File: src/rtl/npu_lb_pkg.sv
// Shared definitions for the line-buffer path: image geometry defaults and feeder FSM states.
package npu_lb_pkg;

   localparam int unsigned LbBitDepth = 8;
   localparam int unsigned LbRows     = 28;
   localparam int unsigned LbCols     = 28;

   typedef enum logic [1:0] {
      StIdle,
      StRd,
      StDrain
   } lb_state_e;

endpackage

File: src/rtl/lb_addr_gen.sv
// Read address generator: phase/column/band counters with an incrementally kept address.
module lb_addr_gen
   import npu_lb_pkg::*;
#(
   parameter int unsigned ROWS   = LbRows,
   parameter int unsigned COLS   = LbCols,
   parameter int unsigned ADDR_W = 10
) (
   input  logic                     clk,
   input  logic                     rst_n,
   input  logic                     clear,
   input  logic                     advance,
   output logic [1:0]               phase,
   output logic [$clog2(ROWS)-1:0]  band,
   output logic [ADDR_W-1:0]        addr,
   output logic                     last_col,
   output logic                     last_band
);

   localparam int unsigned CW = (COLS > 1) ? $clog2(COLS) : 1;
   localparam int unsigned BW = $clog2(ROWS);
   localparam logic [ADDR_W-1:0] ColStep = ADDR_W'(COLS);

   logic [1:0]        p_q;
   logic [CW-1:0]     c_q;
   logic [BW-1:0]     b_q;
   // base_q = b*COLS + c; it simply counts columns, since the last column of band b
   // is followed by column 0 of band b+1 at the next linear address.
   logic [ADDR_W-1:0] base_q;
   logic [ADDR_W-1:0] off_q;

   // Counter update: one step per issued read, cleared while idle.
   always_ff @(posedge clk or negedge rst_n) begin
      if (!rst_n) begin
         p_q    <= 2'd0;
         c_q    <= '0;
         b_q    <= '0;
         base_q <= '0;
         off_q  <= '0;
      end else if (clear) begin
         p_q    <= 2'd0;
         c_q    <= '0;
         b_q    <= '0;
         base_q <= '0;
         off_q  <= '0;
      end else if (advance) begin
         if (p_q != 2'd2) begin
            p_q   <= p_q + 2'd1;
            off_q <= off_q + ColStep;
         end else begin
            p_q    <= 2'd0;
            off_q  <= '0;
            base_q <= base_q + ADDR_W'(1);
            if (last_col) begin
               c_q <= '0;
               b_q <= b_q + BW'(1);
            end else begin
               c_q <= c_q + CW'(1);
            end
         end
      end
   end

   assign phase     = p_q;
   assign band      = b_q;
   assign addr      = base_q + off_q;
   assign last_col  = (c_q == CW'(COLS - 1));
   assign last_band = (b_q == BW'(ROWS - 3));

endmodule

File: src/rtl/linebuffer_feeder.sv
// Sweeps an image in SRAM band by band and pushes aligned pixel triplets into the line buffer.
module linebuffer_feeder
   import npu_lb_pkg::*;
#(
   parameter int unsigned BIT_DEPTH = LbBitDepth,
   parameter int unsigned ROWS      = LbRows,
   parameter int unsigned COLS      = LbCols,
   parameter int unsigned ADDR_W    = 10
) (
   input  logic                     clk,
   input  logic                     rst_n,
   input  logic                     start,
   input  logic                     hold,
   output logic                     busy,
   output logic                     done,
   output logic                     band_done,
   output logic [$clog2(ROWS)-1:0]  band_idx,
   output logic                     mem_rd_en,
   output logic [ADDR_W-1:0]        mem_addr,
   input  logic [BIT_DEPTH-1:0]     mem_rd_data,
   output logic                     lb_shift,
   output logic [BIT_DEPTH-1:0]     lb_data_r1,
   output logic [BIT_DEPTH-1:0]     lb_data_r2,
   output logic [BIT_DEPTH-1:0]     lb_data_r3
);

   lb_state_e state_q, state_d;

   logic       issue, last_issue, complete, emit;
   logic [1:0] phase;
   logic       last_col, last_band;

   // Tags of the read issued last cycle, aligned with mem_rd_data.
   logic       cap_vld_q, cap_bd_q, cap_dn_q;
   logic [1:0] cap_ph_q;

   logic [BIT_DEPTH-1:0] stg1_q, stg2_q, stg3_q;
   logic                 pend_q, pend_bd_q, pend_dn_q;
   logic                 busy_q, done_q, bd_q, shift_q;
   logic [BIT_DEPTH-1:0] r1_q, r2_q, r3_q;

   assign issue      = (state_q == StRd) && !hold;
   assign last_issue = issue && (phase == 2'd2) && last_col && last_band;
   assign complete   = cap_vld_q && (cap_ph_q == 2'd2);
   // A triplet leaves either straight from the returning read or from the pending slot.
   assign emit       = !hold && (complete || pend_q);

   lb_addr_gen #(
      .ROWS   (ROWS),
      .COLS   (COLS),
      .ADDR_W (ADDR_W)
   ) u_addr_gen (
      .clk       (clk),
      .rst_n     (rst_n),
      .clear     (state_q == StIdle),
      .advance   (issue),
      .phase     (phase),
      .band      (band_idx),
      .addr      (mem_addr),
      .last_col  (last_col),
      .last_band (last_band)
   );

   // Next-state: run until the last read is issued, then wait for the final push.
   always_comb begin
      state_d = state_q;
      unique case (state_q)
         StIdle:  if (start)      state_d = StRd;
         StRd:    if (last_issue) state_d = StDrain;
         StDrain: if (done_q)     state_d = StIdle;
         default:                 state_d = StIdle;
      endcase
   end

   // State register and busy flag.
   always_ff @(posedge clk or negedge rst_n) begin
      if (!rst_n) begin
         state_q <= StIdle;
         busy_q  <= 1'b0;
      end else begin
         state_q <= state_d;
         busy_q  <= (state_d != StIdle);
      end
   end

   // Capture returning pixels into staging, parking a completed triplet while held.
   always_ff @(posedge clk or negedge rst_n) begin
      if (!rst_n) begin
         cap_vld_q <= 1'b0;
         cap_ph_q  <= 2'd0;
         cap_bd_q  <= 1'b0;
         cap_dn_q  <= 1'b0;
         stg1_q    <= '0;
         stg2_q    <= '0;
         stg3_q    <= '0;
         pend_q    <= 1'b0;
         pend_bd_q <= 1'b0;
         pend_dn_q <= 1'b0;
      end else begin
         cap_vld_q <= issue;
         cap_ph_q  <= phase;
         cap_bd_q  <= issue && (phase == 2'd2) && last_col;
         cap_dn_q  <= last_issue;
         if (cap_vld_q && (cap_ph_q == 2'd0)) stg1_q <= mem_rd_data;
         if (cap_vld_q && (cap_ph_q == 2'd1)) stg2_q <= mem_rd_data;
         if (complete) begin
            stg3_q    <= mem_rd_data;
            pend_bd_q <= cap_bd_q;
            pend_dn_q <= cap_dn_q;
         end
         pend_q <= (complete || pend_q) && hold;
      end
   end

   // Registered line-buffer write: data, shift and band/sweep markers leave together.
   always_ff @(posedge clk or negedge rst_n) begin
      if (!rst_n) begin
         shift_q <= 1'b0;
         bd_q    <= 1'b0;
         done_q  <= 1'b0;
         r1_q    <= '0;
         r2_q    <= '0;
         r3_q    <= '0;
      end else begin
         shift_q <= emit;
         bd_q    <= emit && (complete ? cap_bd_q : pend_bd_q);
         done_q  <= emit && (complete ? cap_dn_q : pend_dn_q);
         if (emit) begin
            r1_q <= stg1_q;
            r2_q <= stg2_q;
            r3_q <= complete ? mem_rd_data : stg3_q;
         end
      end
   end

   assign mem_rd_en  = issue;
   assign busy       = busy_q;
   assign done       = done_q;
   assign band_done  = bd_q;
   assign lb_shift   = shift_q;
   assign lb_data_r1 = r1_q;
   assign lb_data_r2 = r2_q;
   assign lb_data_r3 = r3_q;

endmodule
File: config.mk
export PLATFORM = sky130hd
export DESIGN_NAME = linebuffer_feeder
export DESIGN_NICKNAME = d
export VERILOG_FILES = /design/src/rtl/npu_lb_pkg.sv /design/src/rtl/lb_addr_gen.sv /design/src/rtl/linebuffer_feeder.sv
export SDC_FILE = /design/constraint.sdc
export NUM_CORES = 1
export LEC_CHECK = 0
export CAP_MARGIN = 20
export CORE_MARGIN = 1.5
export CORE_UTILIZATION = 25
export CTS_CLUSTER_DIAMETER = 60
export DETAILED_ROUTE_END_ITERATION = 6
export PLACE_DENSITY = 0.48
export SYNTH_ARGS = -nofsm -noshare
export SYNTH_HDL_FRONTEND = slang
export SYNTH_SLANG_ARGS = --single-unit
File: constraint.sdc
create_clock -name clk -period 5.65 [get_ports clk]
set_clock_uncertainty 0.1 [all_clocks]
set_input_delay 0.8475 -clock clk [delete_from_list [all_inputs] [get_ports clk]]
set_output_delay 0.8475 -clock clk [all_outputs]
set_load 0.03 [all_outputs]
==> flow_summary.json <==
{
  "grt_max_degree": 77,
  "timing.rr.start": "cap_ph_q[0]",
  "synth.area.top_cells": "dfrtp_1 (56%), mux2_2 (14%), ha_1 (4.0%), nand2_1 (2.1%), o21ai_0 (2.1%)",
  "syn_inst": 337,
  "design.final.nets": 421,
  "worst_setup_path_start_kind": "primary input",
  "hold_path.class": "primary input to async pin",
  "routed-wl-met2_um": 4050,
  "remaining_drc_errors": 0,
  "rows": 46,
  "detailedRoute.firstPassIterationCount": 4,
  "worst_margin_slew_ns": 0.982,
  "power_per_cell_area_nw_per_um2": 533,
  "synthDominantAreaCellType": "dfrtp_1",
  "cts_buffer_depth": 2,
  "timing.setup.critical_path_class": "primary input to output port",
  "place_congestion": 0.800,
  "cp.required_ns": 4.70,
  "period_needed_ns": 3.71,
  "synth_largest_type_area_fraction_pct": 55.9,
  "postCtsHoldBufs": 0,
  "syn_area_per_cell_um2": 12.2,
  "die_y_um": 131,
  "timing.critical_path.buf_inv": 3,
  "crit_path_top_delay_cell": "clkdlybuf4s50_1",
  "cts_root_buffer": "clkbuf_16",
  "worst_path_dominant_cell_family": "buffers and inverters",
  "top_layer": "met4",
  "overall_routed_net_length_um": 8740,
  "setup_tns_ns": 0,
  "layout_setup_ws_ns": 1.94,
  "die_x_um": 131,
  "edff_count_synth": 0,
  "dp_hpwl_um": 6060,
  "seq_area_frac_synth_pct": 55.9,
  "grtUsageTotal_pct": 11.1,
  "synth_warnings": 0,
  "crit_path_max_incr_delay_ns": 0.71,
  "grt_overflow": 0,
  "critical_path_depth": 4,
  "critPathLaunch": "hold",
  "path_common_cell": "clkdlybuf4s50_1",
  "mappedNetlistNets": 362,
  "drt.antenna.violating_nets": 0,
  "timing_hold_violations_final": 0,
  "final-setup-viol-count": 0,
  "synth_async_sr_flop_share_pct": 100,
  "route.detailed.vias_per_inst": 4.51,
  "detail_route.wl_per_cell_um": 14.2,
  "numCtsBuffers": 9,
  "p_leak_nw": 2.25,
  "syn_to_final_growth_pct": 26.7,
  "start_util_pct": 25.7,
  "ys_dominant_reg_cell": "dfrtp_1",
  "placed_area_um2": 4900,
  "netlist_top_cells_count": "dfrtp_1 (92), mux2_2 (50), nand2_1 (23), nor2_1 (19), o21ai_0 (17)",
  "final_power_mw": 2.78,
  "r2r_slack_ns": 3.08,
  "cp_max_fo": 8,
  "arrival_time_of_data_at_the_critical_path_endpoint_ns": 2.76,
  "setup.worst_path.end_class": "output port",
  "rr_endpoint": "lb_data_r2[5]",
  "cts_tree": "built",
  "layout.cell_area.non_filler_um2": 5210,
  "cts.sink_count": 92,
  "placeableCoreArea_um2": 16000,
  "timing.critical_path.cells": "clkdlybuf4s50_1, or3b_1, inv_2, clkdlybuf4s50_1",
  "netlist-cell-type-count": 52,
  "grt_pass1_vias": 2884,
  "syn_area_um2": 4120,
  "maximum_achievable_frequency_ghz": 0.270,
  "floorplan.die_area_um2": 17200,
  "run_status": "completed",
  "grt_antenna_before_repair": 0,
  "ctsResizeCount": 0,
  "drv.max_cap_violation_count": 0,
  "period_share_pct": 65.6,
  "route.layer.met1.wl_um": 4160,
  "cts_setup_buffers": 0,
  "met3WireLength_um": 433,
  "final_max_slew_viol_count": 0,
  "buffer_ports.inserted": 55,
  "grt_setup_unrepaired": "false",
  "insertion_delay_ns": 0.34,
  "ys_ff_latch": 92,
  "h-tree-depth": 3,
  "dpl_worst_slack_ns": 1.94,
  "io_pins": 56,
  "post-synth-top-count-cell": "dfrtp_1",
  "wire_length_of_the_first_global_routing_pass_um": 15100,
  "cts.clk_slew.worst_paths_ns": 0.06,
  "first_iter_violations": 100,
  "timing.critical_path.to": "mem_rd_en",
  "num_antenna_cells": 0,
  "power.ir.vdd_worst_v": 0.000219,
  "depth_of_the_worst_register_to_register_path": 4,
  "max-slew-margin-rel_pct": 34.5,
  "fraction_of_final_layout_cells_with_drive_strength_greater_than_1_pct": 19.0,
  "route.vias.total": 2785
}
## layer usage
metal	GRT usage, %	up-vias
met3	4.09	8
met4	3.21	0
li1	-	1326
met5	0	-
met2	17.7	58
met1	14.1	1393
## registers in the layout, indices dropped and copies added, names as in the netlist, 2 cells and up
register	count
lb_data_r1	8
cap_ph_q	2
stg1_q	8
u_addr_gen.base_q	10
u_addr_gen.c_q	5
lb_data_r3	8
stg3_q	8
u_addr_gen.band	5
lb_data_r2	8
stg2_q	8
state_q	2
u_addr_gen.phase	2
u_addr_gen.off_q	8
## per-stage QoR
step	utilization, %	std cells	hold slack, ns
after floorplan	-	337	0.341
after global placement	30.6	601	0.374
after detailed placement	30.6	601	0.379
after CTS	32.6	617	0.254
after global routing	32.6	617	0.247
final	32.6	617	0.257
## power by group
part	internal [mW]	switching (mW)	leakage, nW
Sequential	0.899	0.159	1.14
Clock	0.360	0.260	0.151
Combinational	0.515	0.583	0.957
Total	1.77	1.00	2.25
## logic make-up (layout without fill, tap and decap cells)
group	count (synthesis)	in the layout	synth area share [%]
AO/OA/AOI/OAI	51	51	8.09
XOR/XNOR	18	18	3.83
adder cells (fa/ha/maj)	13	13	3.95
buffers and inverters	19	83	2.01
flip-flops	92	92	55.9
multiplexers	53	53	14.4
other	1	1	0.0911
AND/OR/NAND/NOR	90	90	11.7
## cells in the final DEF, fill, tap and decap left out, drive strengths merged, types with 10 or more instances in the layout
master         count
inv               12
nand2             23
ha                13
o21ai             17
mux2              50
a21oi             11
clkdlybuf4s50     54
nor2              20
clkbuf            10
dfrtp             92
## worst min-delay path by stage
stage                                    from       endpoint  slack (ns)  depth (start not counted)
after global routing                    rst_n  lb_data_r1[2]        0.25                          1
after floorplan           u_addr_gen.phase[1]    cap_ph_q[1]        0.34                          0
after CTS                               rst_n  lb_data_r1[2]        0.25                          1
final                                   rst_n  lb_data_r1[2]        0.26                          1
after global placement               cap_dn_q      pend_dn_q        0.37                          1
after detailed placement            stg3_q[6]      stg3_q[6]        0.38                          1
## cell type report
| cell class | count | area, µm² |
|---|---|---|
| clock buffers | 10 | 239 |
| clock inverters | 6 | 71.3 |
| fillers | 1665 | 10800 |
| inverters | 10 | 37.5 |
| multi-input cells | 226 | 1730 |
| flip-flops and latches | 92 | 2300 |
| well taps | 216 | 270 |
| repair buffers | 57 | 563 |
Note: power is estimated with default switching activity, not from simulation.
